==> src/rtl/switch_debouncer.sv <==
// Slide-switch conditioner: 2-FF synchroniser followed by a whole-vector debounce FSM.
// Produces a registered clean vector, a one-cycle change strobe and a settling flag.
module switch_debouncer #(
    parameter int WIDTH           = 8,
    parameter int DEBOUNCE_CYCLES = 500000
) (
    input  logic             clk,
    input  logic             rst_n,
    input  logic [WIDTH-1:0] switches_raw,
    output logic [WIDTH-1:0] switches_stable,
    output logic             value_changed,
    output logic             bouncing
);

    localparam int CNT_W = (DEBOUNCE_CYCLES > 2) ? $clog2(DEBOUNCE_CYCLES) : 1;
    localparam logic [CNT_W-1:0] CNT_LAST = CNT_W'(DEBOUNCE_CYCLES - 1);

    // state    | meaning
    // STABLE   | sync_q2 matches switches_stable, counter idle at 0
    // SETTLING | a different value was seen; counting consecutive matches of candidate
    typedef enum logic {
        STABLE   = 1'b0,
        SETTLING = 1'b1
    } state_t;

    state_t           state, state_next;
    logic [WIDTH-1:0] sync_q1, sync_q2;
    logic [WIDTH-1:0] candidate, candidate_next;
    logic [CNT_W-1:0] cnt, cnt_next;
    logic [WIDTH-1:0] stable_next;
    logic             changed_next;

    always_ff @(posedge clk or negedge rst_n) begin
        if (!rst_n) begin
            sync_q1 <= '0;
            sync_q2 <= '0;
        end else begin
            sync_q1 <= switches_raw;
            sync_q2 <= sync_q1;
        end
    end

    always_ff @(posedge clk or negedge rst_n) begin
        if (!rst_n) begin
            state           <= STABLE;
            candidate       <= '0;
            cnt             <= '0;
            switches_stable <= '0;
            value_changed   <= 1'b0;
            bouncing        <= 1'b0;
        end else begin
            state           <= state_next;
            candidate       <= candidate_next;
            cnt             <= cnt_next;
            switches_stable <= stable_next;
            value_changed   <= changed_next;
            bouncing        <= (state_next == SETTLING);
        end
    end

    always_comb begin
        state_next     = state;
        candidate_next = candidate;
        cnt_next       = cnt;
        stable_next    = switches_stable;
        changed_next   = 1'b0;

        case (state)
            STABLE: begin
                cnt_next = '0;
                if (sync_q2 != switches_stable) begin
                    state_next     = SETTLING;
                    candidate_next = sync_q2;
                end
            end
            SETTLING: begin
                // Any bit moving restarts the whole vector's count.
                if (sync_q2 != candidate) begin
                    candidate_next = sync_q2;
                    cnt_next       = '0;
                end else if (cnt != CNT_LAST) begin
                    cnt_next = cnt + CNT_W'(1);
                end else begin
                    state_next = STABLE;
                    cnt_next   = '0;
                    // A glitch that settled back onto the old value is silent.
                    if (candidate != switches_stable) begin
                        stable_next  = candidate;
                        changed_next = 1'b1;
                    end
                end
            end
        endcase
    end

    cnt_in_range: assert property (@(posedge clk) disable iff (!rst_n) cnt <= CNT_LAST);
    no_back_to_back_pulse: assert property (@(posedge clk) disable iff (!rst_n)
        value_changed |=> !value_changed);

endmodule

==> config.mk <==
export PLATFORM = sky130hd
export DESIGN_NAME = switch_debouncer
export DESIGN_NICKNAME = d
export VERILOG_FILES = /design/src/rtl/switch_debouncer.sv
export SDC_FILE = /design/constraint.sdc
export NUM_CORES = 1
export LEC_CHECK = 0
export CORE_ASPECT_RATIO = 1.75
export CORE_MARGIN = 2
export CORE_UTILIZATION = 57
export DETAILED_ROUTE_END_ITERATION = 10
export PLACE_DENSITY = 0.81
export SLEW_MARGIN = 20
export SYNTH_ARGS = -nofsm -noshare
export SYNTH_HDL_FRONTEND = slang
export SYNTH_SLANG_ARGS = --single-unit
==> constraint.sdc <==
create_clock -name clk -period 2.35 [get_ports clk]
set_input_delay 0.47 -clock clk [delete_from_list [all_inputs] [get_ports clk]]
set_output_delay 0.47 -clock clk [all_outputs]
set_load 0.01 [all_outputs]
== Yosys cells after proc, flatten, opt, wreduce, memory -nomap -nowiden ==
Index checks and enable logic that the tools add are counted.
Widths: inputs -> output; s select.

* Register bits: 53
* Bits in latches: 0
* Bits in writable memories: 0
* Memory bits (read-only): 0
* Input bits: 10
* Memories kept: 0

* Add/sub/neg operators: 1
* Multiply operators: 0
* Div/mod/pow operators: 0
* Magnitude comparators: 0
* Equality and inequality tests: 6
* Shift-type cells: 0
* Mux-type cells: 14
* Bitwise operators: 3
* Reduce and logical (&&, ||, !) cells: 2

{| class="wikitable"
|+ Operators with widths
! kind !! number
|-
| $mux 19 || 2
|-
| $pmux 19 s2 || 1
|-
| $ne 8x8->1 || 3
|-
| $add 19x1->19 const B || 1
|-
| $ne 19x19->1 const B || 1
|-
| $mux 8 || 2
|-
| $pmux 8 s2 || 1
|-
| $mux 1 || 7
|-
| $reduce_and 4->1 || 1
|-
| $not 1->1 || 3
|-
| $ne 2x1->1 const B || 1
|-
| $ne 2x2->1 const B || 1
|-
| $pmux 1 s2 || 1
|-
| $reduce_and 2->1 || 1
|}

== Depth between registers and ports, before layout ==
Gate-level depths: netlist (run 1).

* Depth in word-level cells: 5
* Gate-level depth with buffers: 6
* Gate-level depth less buffers: 6

== Least setup slack after synthesis (run 1) ==
Ideal clock, no wire load.

* Path type: reg2reg
* From: reg cnt[14]
* To: reg cnt[13]
* Setup time: 119 ps
* Data arrival time: 1722 ps
* Required time: 2231 ps
* Setup slack: 510 ps
* Cell stages (with the launch flop): 6
* Clock period less this slack: 1840 ps
* Cells stage by stage: dfrtp_1 > or4_4 > or3_4 > o21bai_4 > buf_6 > nor2_1

* Longest elaborated chain between the ends: 4

{| class="wikitable"
|+ RTL lines
! what !! line !! text
|-
| start, declared || 29 || <nowiki>logic [CNT_W-1:0] cnt, cnt_next;</nowiki>
|-
| start signal, assigned || 54 || <nowiki>cnt <= cnt_next;</nowiki>
|-
| $ne 19x19->1 || 81 || <nowiki>end else if (cnt != CNT_LAST) begin</nowiki>
|-
| $mux 19 || 81 ||
|-
| $mux 19 || 78 || <nowiki>if (sync_q2 != candidate) begin</nowiki>
|-
| $pmux 19 s2 || 68 || <nowiki>case (state)</nowiki>
|-
| net cnt_next[13] || 29 ||
|}

The timed path passes the listed nets, and every way through them passes these cells.
A chain may end at the register's enable or synchronous reset.

== Final worst setup path (run 1) ==
* From: reg sync_q2[5]
* To: reg switches_stable[4]

* Longest elaborated chain between the ends: 3

{| class="wikitable"
|+ RTL lines
! what !! line !! text
|-
| start, declared || 27 || <nowiki>logic [WIDTH-1:0] sync_q1, sync_q2;</nowiki>
|-
| start signal, assigned || 39 || <nowiki>sync_q2 <= sync_q1;</nowiki>
|-
| $ne 8x8->1 || 78 ||
|-
| $not 1->1 (no source line) || n/a ||
|-
| $reduce_and 4->1 (no source line) || n/a ||
|-
| end signal, assigned || 55 || <nowiki>switches_stable <= stable_next;</nowiki>
|-
| end, declared || 10 || <nowiki>output logic [WIDTH-1:0] switches_stable,</nowiki>
|}

Every way passes these cells.

==> results of run 1 <==
cell families after synthesis:
logic type | share of synthesized area (%)
buffers and inverters | 1.29
xor gates and xnor gates | 15.4
adders and majority gates | 0.536
muxes | 7.89
AOI/OAI and AO/OA | 1.23
and+or+nand+nor | 16.8
DFF | 56.9
worst max-delay path, cell delays in order (launching register included):
cell and delay, ns:
dfrtp_1 0.43, xor2_1 0.18, nor4_1 0.41, nand4b_1 0.29
nand3b_4 0.32, mux2_4 0.33
cells in the mapped netlist, types with 3 or more instances:
cell type  number
xor2_1         22
nor3_1          3
nor4_1          6
nor2_1         22
mux2_2         15
xnor2_1        19
nand3_1         7
dfrtp_1        53
nand4_1         6
nand2_1         9
sequential cells by signal, summed over array words and instances (netlist names):
| signal | count |
|---|---|
| switches_stable | 8 |
| sync_q1 | 8 |
| state | 1 |
| cnt | 19 |
| value_changed | 1 |
| sync_q2 | 8 |
| candidate | 8 |
worst max-delay path by stage:
stage / start / endpoint / depth (start not counted)
floorplan: cnt[14]$_DFF_PN0_ / cnt[13]$_DFF_PN0_ / 5
global placement: sync_q2[5]$_DFF_PN0_ / switches_stable[4]$_DFFE_PN0P_ / 5
detailed placement: sync_q2[5]$_DFF_PN0_ / switches_stable[4]$_DFFE_PN0P_ / 5
CTS: sync_q2[5]$_DFF_PN0_ / switches_stable[4]$_DFFE_PN0P_ / 5
global route: sync_q2[2]$_DFF_PN0_ / switches_stable[4]$_DFFE_PN0P_ / 5
finish: sync_q2[5]$_DFF_PN0_ / switches_stable[4]$_DFFE_PN0P_ / 5
placed cells by master (no fill, tap or decap), drive strengths merged, types with 2 or more instances in the layout:
cell type / Yosys / routed
dfrtp: 53 / 53
xor2: 22 / 22
nor2: 22 / 22
xnor2: 19 / 19
clkdlybuf4s50: 0 / 18
mux2: 16 / 16
nand2: 9 / 9
nand3: 8 / 8
nor4: 7 / 7
nand4: 6 / 6
clkbuf: 0 / 6
buf: 2 / 4
nor3: 3 / 3
inv: 2 / 3
or4: 2 / 2
nand4b: 2 / 2
and2: 2 / 2
power groups by stage:
stage / clock (mW) / combinational (mW) / sequential, mW
after floorplan: 0 / 0.0321 / 0.966
after global placement: 0 / 0.0717 / 0.970
after detailed placement: 0 / 0.0734 / 0.971
after CTS: 0.515 / 0.0736 / 0.953
after global routing: 0.556 / 0.0792 / 0.956
final: 0.498 / 0.0715 / 0.953
final cells by class:
cell class / instances / area (sq um)
well taps: 48 / 60.1
fillers: 293 / 1240
multi-input cells: 126 / 976
flip-flops and latches: 53 / 1330
repair buffers: 22 / 208
clock buffers: 6 / 72.6
clock inverters: 2 / 13.8
inverters: 2 / 7.51
metal layers:
layer / wire (microns) / track usage, %
met5: 0 / 0
met4: 153 / 11.0
met3: 96 / 4.73
met2: 2340 / 38.5
met1: 1580 / 21.6
==> metrics, run 1 <==
status completed; global route overflow 0; core area 3900 sq um; CTS clk-pin slew, worst paths 0.09 ns; reg2reg path depth 5; Post-Place Cell Area 2580 sq um; Ports 20; fraction of registers with async set/reset 100%; synthesized area 2330 sq um; post-cts sizing count 0; Antenna Violating Nets Remaining 0; top cell type's share of synthesized area 56.9%; area leader, netlist dfrtp_1; Initial Utilization 59.7%; H-tree depth reported by CTS 2; number of synthesized flops with an enable pin 0; via count 1,407; clk root buf clkbuf_8; Vias/cell 5.43; DRC 0; Post-CTS Hold Fix Bufs 0; LEAKAGE 1.09 nW; Peak VDD IR 0.534 mV; Slew headroom 46.3%; switching share of power 22.4%; synthesized net count 194; pre-CTS setup slack 0.291 ns; Hold Slack 0.248 ns; P_int 1.18 mW; initial DRC count 39; WP data arrival 2.28 ns; setup_tns 0 ns; Worst Hold Class input port to async pin; Tot Pwr 1.52 mW; max_cap viols 0; Cells after Synth 183; TritonCTS clock tree done; max-slew violations 0; Port Buffers 19; Final Cycle Share 88.8%; Layout area overhead 14.2%; CP Class flip-flop to flip-flop; Num CTS Buffers 5; placed cell count 251; fin cells 259; initial antenna violation count 0; top area cells in the synthesized netlist dfrtp_1 (57%), xor2_1 (8.3%), mux2_2 (7.2%), xnor2_1 (7.1%), nor2_1 (3.5%); Startpoint Class flip-flop; DR pass1 iterations 4; GRT Total Usage 21.1%; flop-to-flop setup slack 0.26 ns; worst skew pair latency 0.30 ns; Synth Flop Type dfrtp_1; wire per inst 16.1 microns; min cycle time layout 2.09 ns; register bit total from synthesis 53; Die X-Extent 52.4 microns; Final WS setup 0.264 ns; first-pass GRT wire length 6.99 mm; Slew @ Worst Pin 0.806 ns; Final Hold Viols 0; final core utilization 68.2%; Setup crit end kind flip-flop; diode count 0; clock share of power 32.7%; Sw Pwr 341 uW; Synth cell types 27; CP Max Fanout 8; syn avg cell area 12.7 sq um; setup bufs post-CTS 0; Pwr Density 571 nW/um^2; post-detail-place hpwl 3.13 mm; Crit Reg-Reg Startpoint sync_q2[5]$_DFF_PN0_; vias in the first global route 1,479; RePlAce Congestion 0.799; Nets 221; RR Endpoint switches_stable[4]$_DFFE_PN0P_; Highest Clock Rate 479 MHz; share of cells above drive strength 1 18.5%; Max clock buf depth 2; row count 30; Flop pwr share 62.6%; post-route cell area 2660 sq um; Critical Path RT 2.55 ns; WL final 4.17 mm; clock skew 0.00354 ns; Setup violations, final 0; Die H 88.6 microns; Synth warnings 0; Sink Count 53; RSZ-0062 raised after global routing no; die area 4640 sq um; combinational power share 4.7%; post-synthesis sequential area ratio 56.9%; pin count of the biggest net entering global routing 39
No activity file was read; power rests on OpenSTA's default activity.
==> inputs of run 2 (changes only) <==
--- a/config.mk
+++ b/config.mk
@@ -8,7 +8,7 @@
 export CORE_ASPECT_RATIO = 1.75
 export CORE_MARGIN = 2
-export CORE_UTILIZATION = 57
+export CORE_UTILIZATION = 61
 export DETAILED_ROUTE_END_ITERATION = 10
-export PLACE_DENSITY = 0.81
+export PLACE_DENSITY = 0.85
 export SLEW_MARGIN = 20
 export SYNTH_ARGS = -nofsm -noshare
==> constraint.sdc (replaced) <==
create_clock -name clk -period 2.6 [get_ports clk]
set_input_delay 0.52 -clock clk [delete_from_list [all_inputs] [get_ports clk]]
set_output_delay 0.52 -clock clk [all_outputs]
set_load 0.05 [all_outputs]
==> run 2 against run 1 <==
Against the previous run: clock skew up 0.0083 ns; wire length up 3.5%; via count up 3.6%; sequential power down 9.5%; sequential cell count unchanged; final area up 0.89%; sequential share of layout area down 0.44 points; combinational power down 8.3%; clock power up 15%; non-clock buffer count down 1; largest power group unchanged; count of clock-buffer cells in the layout unchanged; worst hold slack worse by 0.076 ns.
==> metrics, run 2 (synthesized netlist as in run 1, its figures left out) <==
status completed; Die H 85.8 microns (-3.2%); WL final 4.32 mm (+3.5%); Worst Hold Class input port to async pin; initial antenna violation count 0 (unchanged); RR Endpoint switches_stable[4]$_DFFE_PN0P_; fin cells 256 (-1.2%); global route overflow 0 (unchanged); Sink Count 53 (unchanged); Final WS setup 0.489 ns (+0.225 ns); Die X-Extent 50.7 microns (-3.1%); post-cts sizing count 0 (unchanged); DR pass1 iterations 4 (unchanged); Slew @ Worst Pin 0.797 ns (-0.00927 ns); initial DRC count 34 (-13%); post-detail-place hpwl 3.15 mm (+0.79%); Post-CTS Hold Fix Bufs 0 (unchanged); final core utilization 74.1% (+5.8 points); LEAKAGE 1.10 nW (+0.58%); pin count of the biggest net entering global routing 23 (-41%); Setup crit end kind output pin; die area 4350 sq um (-6.2%); Crit. Startpoint switches_stable[3]$_DFFE_PN0P_; Slew headroom 46.4% (+0.13 points); Final Cycle Share 81.2%; most frequent cells in the layout dfrtp_1 (53), xor2_1 (22), nor2_1 (22); clock skew 0.0118 ns (+0.00828 ns); commonest non-fill, non-tap cell in the layout dfrtp_1; Fillers 251 (-14%); Layout area overhead 15.2%; Hold Slack 0.172 ns (-0.0757 ns); Initial Utilization 64.3% (+4.5 points); GRT Total Usage 22.9% (+1.9 points); setup bufs post-CTS 0 (unchanged); pre-CTS setup slack 0.602 ns (+0.310 ns); DRC 0 (unchanged); crit path cell chain clkdlybuf4s50_1; max incr delay on CP 0.84 ns (+0.41 ns); Setup violations, final 0 (unchanged); min cycle time layout 2.11 ns; clk root buf clkbuf_8; Nets 220 (-0.45%); Final Hold Viols 0 (unchanged); core area 3630 sq um (-7.1%); Startpoint Class flip-flop; CP Class flip-flop to output pin; reg2reg path depth 5 (unchanged); first-pass GRT wire length 7.26 mm (+3.8%); Ports 20 (unchanged); TritonCTS clock tree done; WP data arrival 1.59 ns (-0.69 ns); wire per inst 16.9 microns (+4.7%); Top reg by flops cnt; Highest Clock Rate 474 MHz; worst skew pair latency 0.31 ns (about the same); row count 29 (-3.3%); Critical Path RT 2.08 ns (-0.47 ns); H-tree depth reported by CTS 2 (unchanged); Peak VDD IR 0.466 mV (-13%); RSZ-0062 raised after global routing no; vias in the first global route 1,555 (+5.1%); Num CTS Buffers 5 (unchanged); via count 1,457 (+3.6%); number of cells on the critical path 1 (-4); CP endpoint switches_stable[3]; placed cell count 248 (-1.2%); CP bufs+invs 1 (+1); max FFs per register 19 (unchanged); post-route cell area 2690 sq um (+0.89%); CP Max Fanout 4 (-4); Crit Reg-Reg Startpoint sync_q2[2]$_DFF_PN0_; share of cells above drive strength 1 18.6% (+0.088 points); Port Buffers 19 (unchanged); RePlAce Congestion 0.884 (+11%); max-slew violations 0 (unchanged); Antenna Violating Nets Remaining 0 (unchanged); Vias/cell 5.69 (+4.8%); flop-to-flop setup slack 0.58 ns (+0.32 ns); diode count 0 (unchanged); setup_tns 0 ns (unchanged); Post-Place Cell Area 2570 sq um (-0.39%); crit-path leading delay family buffers and inverters; max_cap viols 0 (unchanged); Tot Pwr 1.50 mW (-1.3%); Max clock buf depth 2 (unchanged); Pwr Density 559 nW/um^2 (-2.2%); CTS clk-pin slew, worst paths 0.10 ns (about the same); Worst path slowest cell clkdlybuf4s50_1
-- run 2: cell count changes in the layout (fill, tap and decap cells not counted), sizes merged --
cell / before / now
bufinv: 0 / 1
inv: 3 / 2
buf: 4 / 3
clkinvlp: 0 / 1
clkinv: 1 / 0
-- run 2: how the worst min path moves through the flow --
stage                              start                       end  slack (ns)  cells past startpoint
floorplan                          rst_n  candidate[0]$_DFFE_PN0P_        0.22                      0
detailed placement  sync_q1[0]$_DFF_PN0_      sync_q2[0]$_DFF_PN0_        0.34                      0
CTS                                rst_n           state$_DFF_PN0_        0.19                      1
finish                             rst_n           state$_DFF_PN0_        0.17                      1
global route                       rst_n           state$_DFF_PN0_        0.21                      1
global placement    sync_q1[6]$_DFF_PN0_      sync_q2[6]$_DFF_PN0_        0.33                      0
-- run 2: final cells by class --
| class | count | area (sq um) | area share, % |
|---|---|---|---|
| sequential | 53 | 1330 | 49.3 |
| multi-input combinational | 126 | 976 | 36.3 |
| tap | 46 | 57.6 | 2.14 |
| clock inverter | 2 | 37.5 | 1.40 |
| inverter | 2 | 7.51 | 0.279 |
| timing repair buffer | 21 | 200 | 7.45 |
| clock buffer | 6 | 82.6 | 3.07 |
-- run 2: layer usage --
layer	GRT usage [%]	wire length, microns
met5	0	0
met4	10.6	102
met3	3.66	72
met2	42.2	2500
met1	25.1	1640
-- run 2: power by group --
part | internal, mW | switching (mW)
logic | 0.0332 | 0.0324
registers | 0.843 | 0.0188
clock network | 0.313 | 0.262
==> inputs of run 3 (changes only) <==
CORE_UTILIZATION = 51   (was 61)
PLACE_DENSITY = 0.76   (was 0.85)
clock period = 1.8 ns   (was 2.6 ns; I/O delays follow)
==> run 3 against run 2 <==
Against the previous run: the flow now finishes with violations (setup timing); count of clock-buffer cells in the layout unchanged; clock power up 36%; die area up 18%; worst setup slack worse by 0.58 ns; register-to-register slack worse by 0.67 ns; sequential share of layout area down 5.4 points; critical path depth up 3; clock skew down 0.0032 ns; critical endpoint is now switches_stable[4]$_DFFE_PN0P_; largest cell class unchanged; combinational power up 84%.
==> metrics, run 3 (synthesized netlist as in run 1, its figures left out) <==
status finished, violations left; failing checks setup timing; max_cap viols 0 (unchanged); via count 1,526 (+4.7%); first-pass GRT wire length 7.48 mm (+3.0%); Top reg by flops cnt; Pwr Density 705 nW/um^2 (+26%); Setup crit end kind flip-flop; Die X-Extent 55.1 microns (+8.6%); setup_tns -1.87 ns (-1.87 ns); Final Cycle Share 105%; pin count of the biggest net entering global routing 54 (+130%); global route overflow 0 (unchanged); Vias/cell 5.24 (-7.9%); min cycle time layout 1.89 ns; max FFs per register 19 (unchanged); Setup violations, final 32 (+32); LEAKAGE 1.28 nW (+17%); Peak VDD IR 0.655 mV (+41%); RePlAce Congestion 0.787 (-11%); CP bufs+invs 0 (-1); Worst Hold Class input port to async pin; Initial Utilization 53.0% (-11 points); worst skew pair latency 0.31 ns (about the same); clock skew 0.00861 ns (-0.00321 ns); Highest Clock Rate 528 MHz; Slew @ Worst Pin 0.402 ns (-0.394 ns); WL final 4.64 mm (+7.4%); CTS clk-pin slew, worst paths 0.09 ns (about the same); Tot Pwr 2.14 mW (+43%); WP data arrival 2.09 ns (+0.50 ns); vias in the first global route 1,605 (+3.2%); Ports 20 (unchanged); initial antenna violation count 0 (unchanged); Critical Path RT 2.00 ns (-0.08 ns); Layout area overhead 30.5%; Final Hold Viols 0 (unchanged); Port Buffers 19 (unchanged); pre-CTS setup slack -0.168 ns (-0.769 ns); flop-to-flop setup slack -0.09 ns (-0.67 ns); Worst path slowest cell or4_4; clk root buf clkbuf_8; Nets 250 (+14%); max-slew violations 0 (unchanged); DRC 0 (unchanged); initial DRC count 16 (-53%); post-detail-place hpwl 3.19 mm (+1.1%); RSZ-0062 raised after global routing yes; crit-path leading delay family simple AND/OR/NAND/NOR gates; crit path cell chain or4_4, nor4_4, nand3b_4, mux2_4; Antenna Violating Nets Remaining 0 (unchanged); wire per inst 15.9 microns (-5.5%); diode count 0 (unchanged); row count 32 (+10%); DR pass1 iterations 4 (unchanged); Die H 93.5 microns (+8.9%); Max clock buf depth 2 (unchanged); CP Class flip-flop to flip-flop; TritonCTS clock tree done; die area 5150 sq um (+18%); commonest non-fill, non-tap cell in the layout dfrtp_1; share of cells above drive strength 1 44.6% (+26 points); core area 4400 sq um (+21%); GRT Total Usage 20.8% (-2.1 points); Sink Count 53 (unchanged); Slew headroom 72.9% (+27 points); max incr delay on CP 0.56 ns (-0.28 ns); H-tree depth reported by CTS 2 (unchanged); CP Max Fanout 8 (+4); most frequent cells in the layout dfrtp_1 (45), buf_4 (35), xor2_1 (20); Startpoint Class flip-flop; Final WS setup -0.0930 ns (-0.582 ns); Num CTS Buffers 5 (unchanged)
-- run 3: cell types whose count changed in the layout (fill, tap and decap cells not counted), moves of 3 or more --
cell             change
buf_6                +5
nor4_1               -3
nor2_1              -14
clkdlybuf4s50_1     -10
nor2_4               +4
nor4_2               +3
buf_4               +33
dfrtp_2              +8
nor2_2              +10
dfrtp_1              -8
-- run 3: worst reg2reg max path, stage by stage (launching register included) --
cell and delay (ns):
dfrtp_1 0.39, or4_4 0.56, nor4_4 0.29, nand3b_4 0.21, mux2_4 0.34
-- run 3: timing repair --
| item | in CTS | in global routing |
|---|---|---|
| gates resized for setup | 20 | 10 |
| hold buffers | 0 | 0 |
| buffers inserted | 4 | 1 |
| setup endpoints to repair | 35 | 35 |
| pin swaps | 10 | 7 |
-- run 3: final timing paths --
path | from | endpoint | cells after the start
max | cnt[14]$_DFF_PN0_ | switches_stable[4]$_DFFE_PN0P_ | 4
min | rst_n | sync_q2[6]$_DFF_PN0_ | 2
max reg2reg | cnt[14]$_DFF_PN0_ | switches_stable[4]$_DFFE_PN0P_ | 4
min reg2reg | sync_q1[2]$_DFF_PN0_ | sync_q2[2]$_DFF_PN0_ | 0
max in group asynchronous | rst_n | switches_stable[2]$_DFFE_PN0P_ | 2
min in group clk | sync_q1[2]$_DFF_PN0_ | sync_q2[2]$_DFF_PN0_ | 0
-- run 3: per-layer routing --
layer | up-vias | wire (microns) | track usage [%]
li1 | 733 | - | -
met2 | 27 | 2610 | 35.8
met1 | 753 | 1760 | 23.2
met4 | 0 | 138 | 10.4
met5 | - | 0 | 0
met3 | 13 | 127 | 3.99
-- run 3: metrics by stage --
step / hold WS, ns / util [%] / std cells / area (sq um)
after floorplan: 0.0644 / - / 183 / 2340
after global placement: 0.331 / 62.6 / 278 / 2760
after detailed placement: 0.335 / 62.6 / 278 / 2760
after CTS: 0.0358 / 67.8 / 290 / 2990
after global routing: 0.0349 / 69.1 / 291 / 3040
final: 0.0265 / 69.1 / 291 / 3040
-- run 3: cell type report --
| class | count | area [sq um] |
|---|---|---|
| clock buffers | 6 | 72.6 |
| clock inverters | 2 | 38.8 |
| fillers | 315 | 1360 |
| inverters | 2 | 7.51 |
| multi-input cells | 126 | 1080 |
| flip-flops and latches | 53 | 1340 |
| well taps | 51 | 63.8 |
| repair buffers | 51 | 444 |
-- run 3: report_power, final --
part / internal (mW) / total, mW / switching [mW]
Sequential: 1.22 / 1.24 / 0.0232
Combinational: 0.0656 / 0.121 / 0.0552
Clock: 0.417 / 0.783 / 0.366
Total: 1.70 / 2.14 / 0.444
==> patch (config.mk and constraints of run 3) <==
Add an input register stage for `switches_raw`, cleared by the reset; this delays it by one clock.
--- a/src/rtl/switch_debouncer.sv
+++ b/src/rtl/switch_debouncer.sv
@@ -24,4 +24,14 @@
     } state_t;
 
+    logic [WIDTH-1:0] switches_raw_q;
+
+    always_ff @(posedge clk or negedge rst_n) begin
+        if (!rst_n) begin
+            switches_raw_q <= '0;
+        end else begin
+            switches_raw_q <= switches_raw;
+        end
+    end
+
     state_t           state, state_next;
     logic [WIDTH-1:0] sync_q1, sync_q2;
@@ -36,5 +46,5 @@
             sync_q2 <= '0;
         end else begin
-            sync_q1 <= switches_raw;
+            sync_q1 <= switches_raw_q;
             sync_q2 <= sync_q1;
         end
Behaviour: not the same (Yosys sat finds a counterexample within 4 cycles, from zero or initial values and one cycle with rst_n low).
==> patch against run 3 <==
- via count increased by 11%
- synthesized cell count increased by 4.4%
- critical path type unchanged
- clock skew fell by 0.0027 ns
- final cell count is 13% higher
- setup slack got worse by 0.16 ns
- routed wire length rose by 4.8%
- sequential cell count up 8
- combinational power is 31% higher
- the flow still finishes with violations (negative setup slack)
- largest power group unchanged
- power increased by 25%
- design area up 11%
- synthesized area increased by 6.4%
==> patch: results (changes against run 3) <==
| Metric | Value |
|---|---|
| Outcome | `finished with violations (unchanged)` |
| Failing checks | `negative setup slack (unchanged)` |
| Final #Nets | `282 (was 250)` |
| Initial DRC Count | `23 (was 16)` |
| Post-Route WL | `4.86 mm (was 4.64 mm)` |
| Hold Crit Class | `in -> async (unchanged)` |
| Syn_nets | `202 (was 194)` |
| RR Startpoint | `sync_q2[6]$_DFF_PN0_ (was cnt[14]$_DFF_PN0_)` |
| Largest net degree at the start of global routing | `62 (was 54)` |
| RePlAce Congestion | `0.749 (was 0.787)` |
| Reg2reg path depth | `7 (was 4)` |
| Placed insts | `310 (was 278)` |
| Compound-gate portion of the synthesized area | `0.655% (was 1.23%)` |
| Synth cell types | `24 (was 27)` |
| Rel. slew slack | `74.7% (was 72.9%)` |
| Final worst slack | `-0.249 ns (was -0.0930 ns)` |
| Worst path slowest cell | `or4_1 (was or4_4)` |
| CTS Buf Count | `9 (was 5)` |
| Async S/R FF share, synth | `100% (unchanged)` |
| Seq/Total Area, Yosys | `61.5% (was 56.9%)` |
| Mapped Avg Cell Area | `13.0 sq um (was 12.7 sq um)` |
| XOR/XNOR Fraction of Synth Area | `14.5% (was 15.4%)` |
| Top cells by count, synth | `dfrtp_1, nor2_1, xnor2_1 (was dfrtp_1, nor2_1, xor2_1)` |
| HPWL after DPL | `3.31 mm (was 3.19 mm)` |
| R2R Path End | `switches_stable[7]$_DFFE_PN0P_ (was switches_stable[4]$_DFFE_PN0P_)` |
| Clk slew on worst S/H paths | `0.07 ns (was 0.09 ns)` |
| Setup slack at placement | `-0.278 ns (was -0.168 ns)` |
| GRT Total Usage | `20.1% (was 20.8%)` |
| Leak | `1.54 nW (was 1.28 nW)` |
| Hold slack | `0.00878 ns (was 0.0265 ns)` |
| Final setup TNS | `-2.75 ns (was -1.87 ns)` |
| First-pass GRT wire length | `8.08 mm (was 7.48 mm)` |
| Max IR drop VDD | `730 uV (was 655 uV)` |
| Largest cells by area after synthesis | `dfrtp_1, xnor2_1, xor2_1 (was dfrtp_1, xor2_1, mux2_2)` |
| Htree depth | `3 (was 2)` |
| Fraction of layout cells with a size suffix above 1 | `40.9% (was 44.6%)` |
| Top_reg_cell synth | `dfrtp_1 (unchanged)` |
| Adder-Cell Fraction of Synth Area | `0.504% (was 0.536%)` |
| Vias | `1697 (was 1526)` |
| Worst skew pair latency | `0.34 ns (was 0.31 ns)` |
| Post-synthesis mux area share | `8.47% (was 7.89%)` |
| Clk buf depth | `2 (unchanged)` |
| Cell Area, Placed | `0.00310 sq mm (was 0.00276 sq mm)` |
| WP data arrival | `2.27 ns (was 2.09 ns)` |
| Final number of setup-violating endpoints | `16 (was 32)` |
| Vias per cell | `5.17 (was 5.24)` |
| Fill cells | `327 (was 315)` |
| Number of global-route vias before repair | `1801 (was 1605)` |
| Worst Skew | `0.00593 ns (was 0.00861 ns)` |
| CP peak stage delay | `0.43 ns (was 0.56 ns)` |
-- patch: what timing repair did --
item	in CTS	in global routing
endpoints found under the setup margin	16	34
buffers inserted	7	1
pin swaps	7	5
endpoints found under the hold margin	0	0
resized for setup	22	4
-- patch: worst max-delay path by stage --
stage / startpoint / to / depth (start not counted)
finish: sync_q2[6]$_DFF_PN0_ / switches_stable[7]$_DFFE_PN0P_ / 7
global route: sync_q2[0]$_DFF_PN0_ / switches_stable[7]$_DFFE_PN0P_ / 6
CTS: sync_q2[0]$_DFF_PN0_ / switches_stable[7]$_DFFE_PN0P_ / 6
detailed placement: sync_q2[1]$_DFF_PN0_ / switches_stable[7]$_DFFE_PN0P_ / 6
global placement: sync_q2[5]$_DFF_PN0_ / switches_stable[7]$_DFFE_PN0P_ / 7
floorplan: sync_q2[1]$_DFF_PN0_ / switches_stable[0]$_DFFE_PN0P_ / 6
-- patch: worst reg2reg max path, stage by stage, from the launching register on --
cell and delay (ns):
dfrtp_1 0.40, xor2_1 0.17, nor3_1 0.21, buf_4 0.16
nand4_2 0.09, or4_1 0.43, buf_6 0.17, mux2_4 0.30
-- patch: cells by family after synthesis --
family,after synthesis
DFF,61
and+or+nand+nor,66
muxes,16
xor gates and xnor gates,41
AOI/OAI and AO/OA,2
buffers and inverters,4
adders and majority gates,1
-- patch: layout make-up --
class,instances,area [sq um],share of cell area [%]
sequential,61,1540,45.3
timing repair buffer,71,578,17.0
multi-input combinational,126,1020,30.2
clock inverter,7,57.6,1.70
clock buffer,9,124,3.65
tap,52,65.1,1.92
inverter,2,7.51,0.221
-- patch: routing by layer --
layer,track usage [%],share of wire [%]
met1,23.0,41
met5,0,0
met2,34.9,54
met4,10.1,2.7
met3,4.84,2.7
-- patch: stage by stage --
stage                     util (%)  total power [mW]
after global placement        65.9              1.59
after detailed placement      65.9              1.60
after floorplan                  -              1.50
after global routing          72.1              2.81
after CTS                     72.5              2.72
final                         72.1              2.68
-- patch: where the power goes --
group	switching (mW)	internal (mW)	leakage, nW
sequential	0.0207	1.41	0.760
combinational	0.0723	0.0870	0.689
clock	0.578	0.517	0.0946
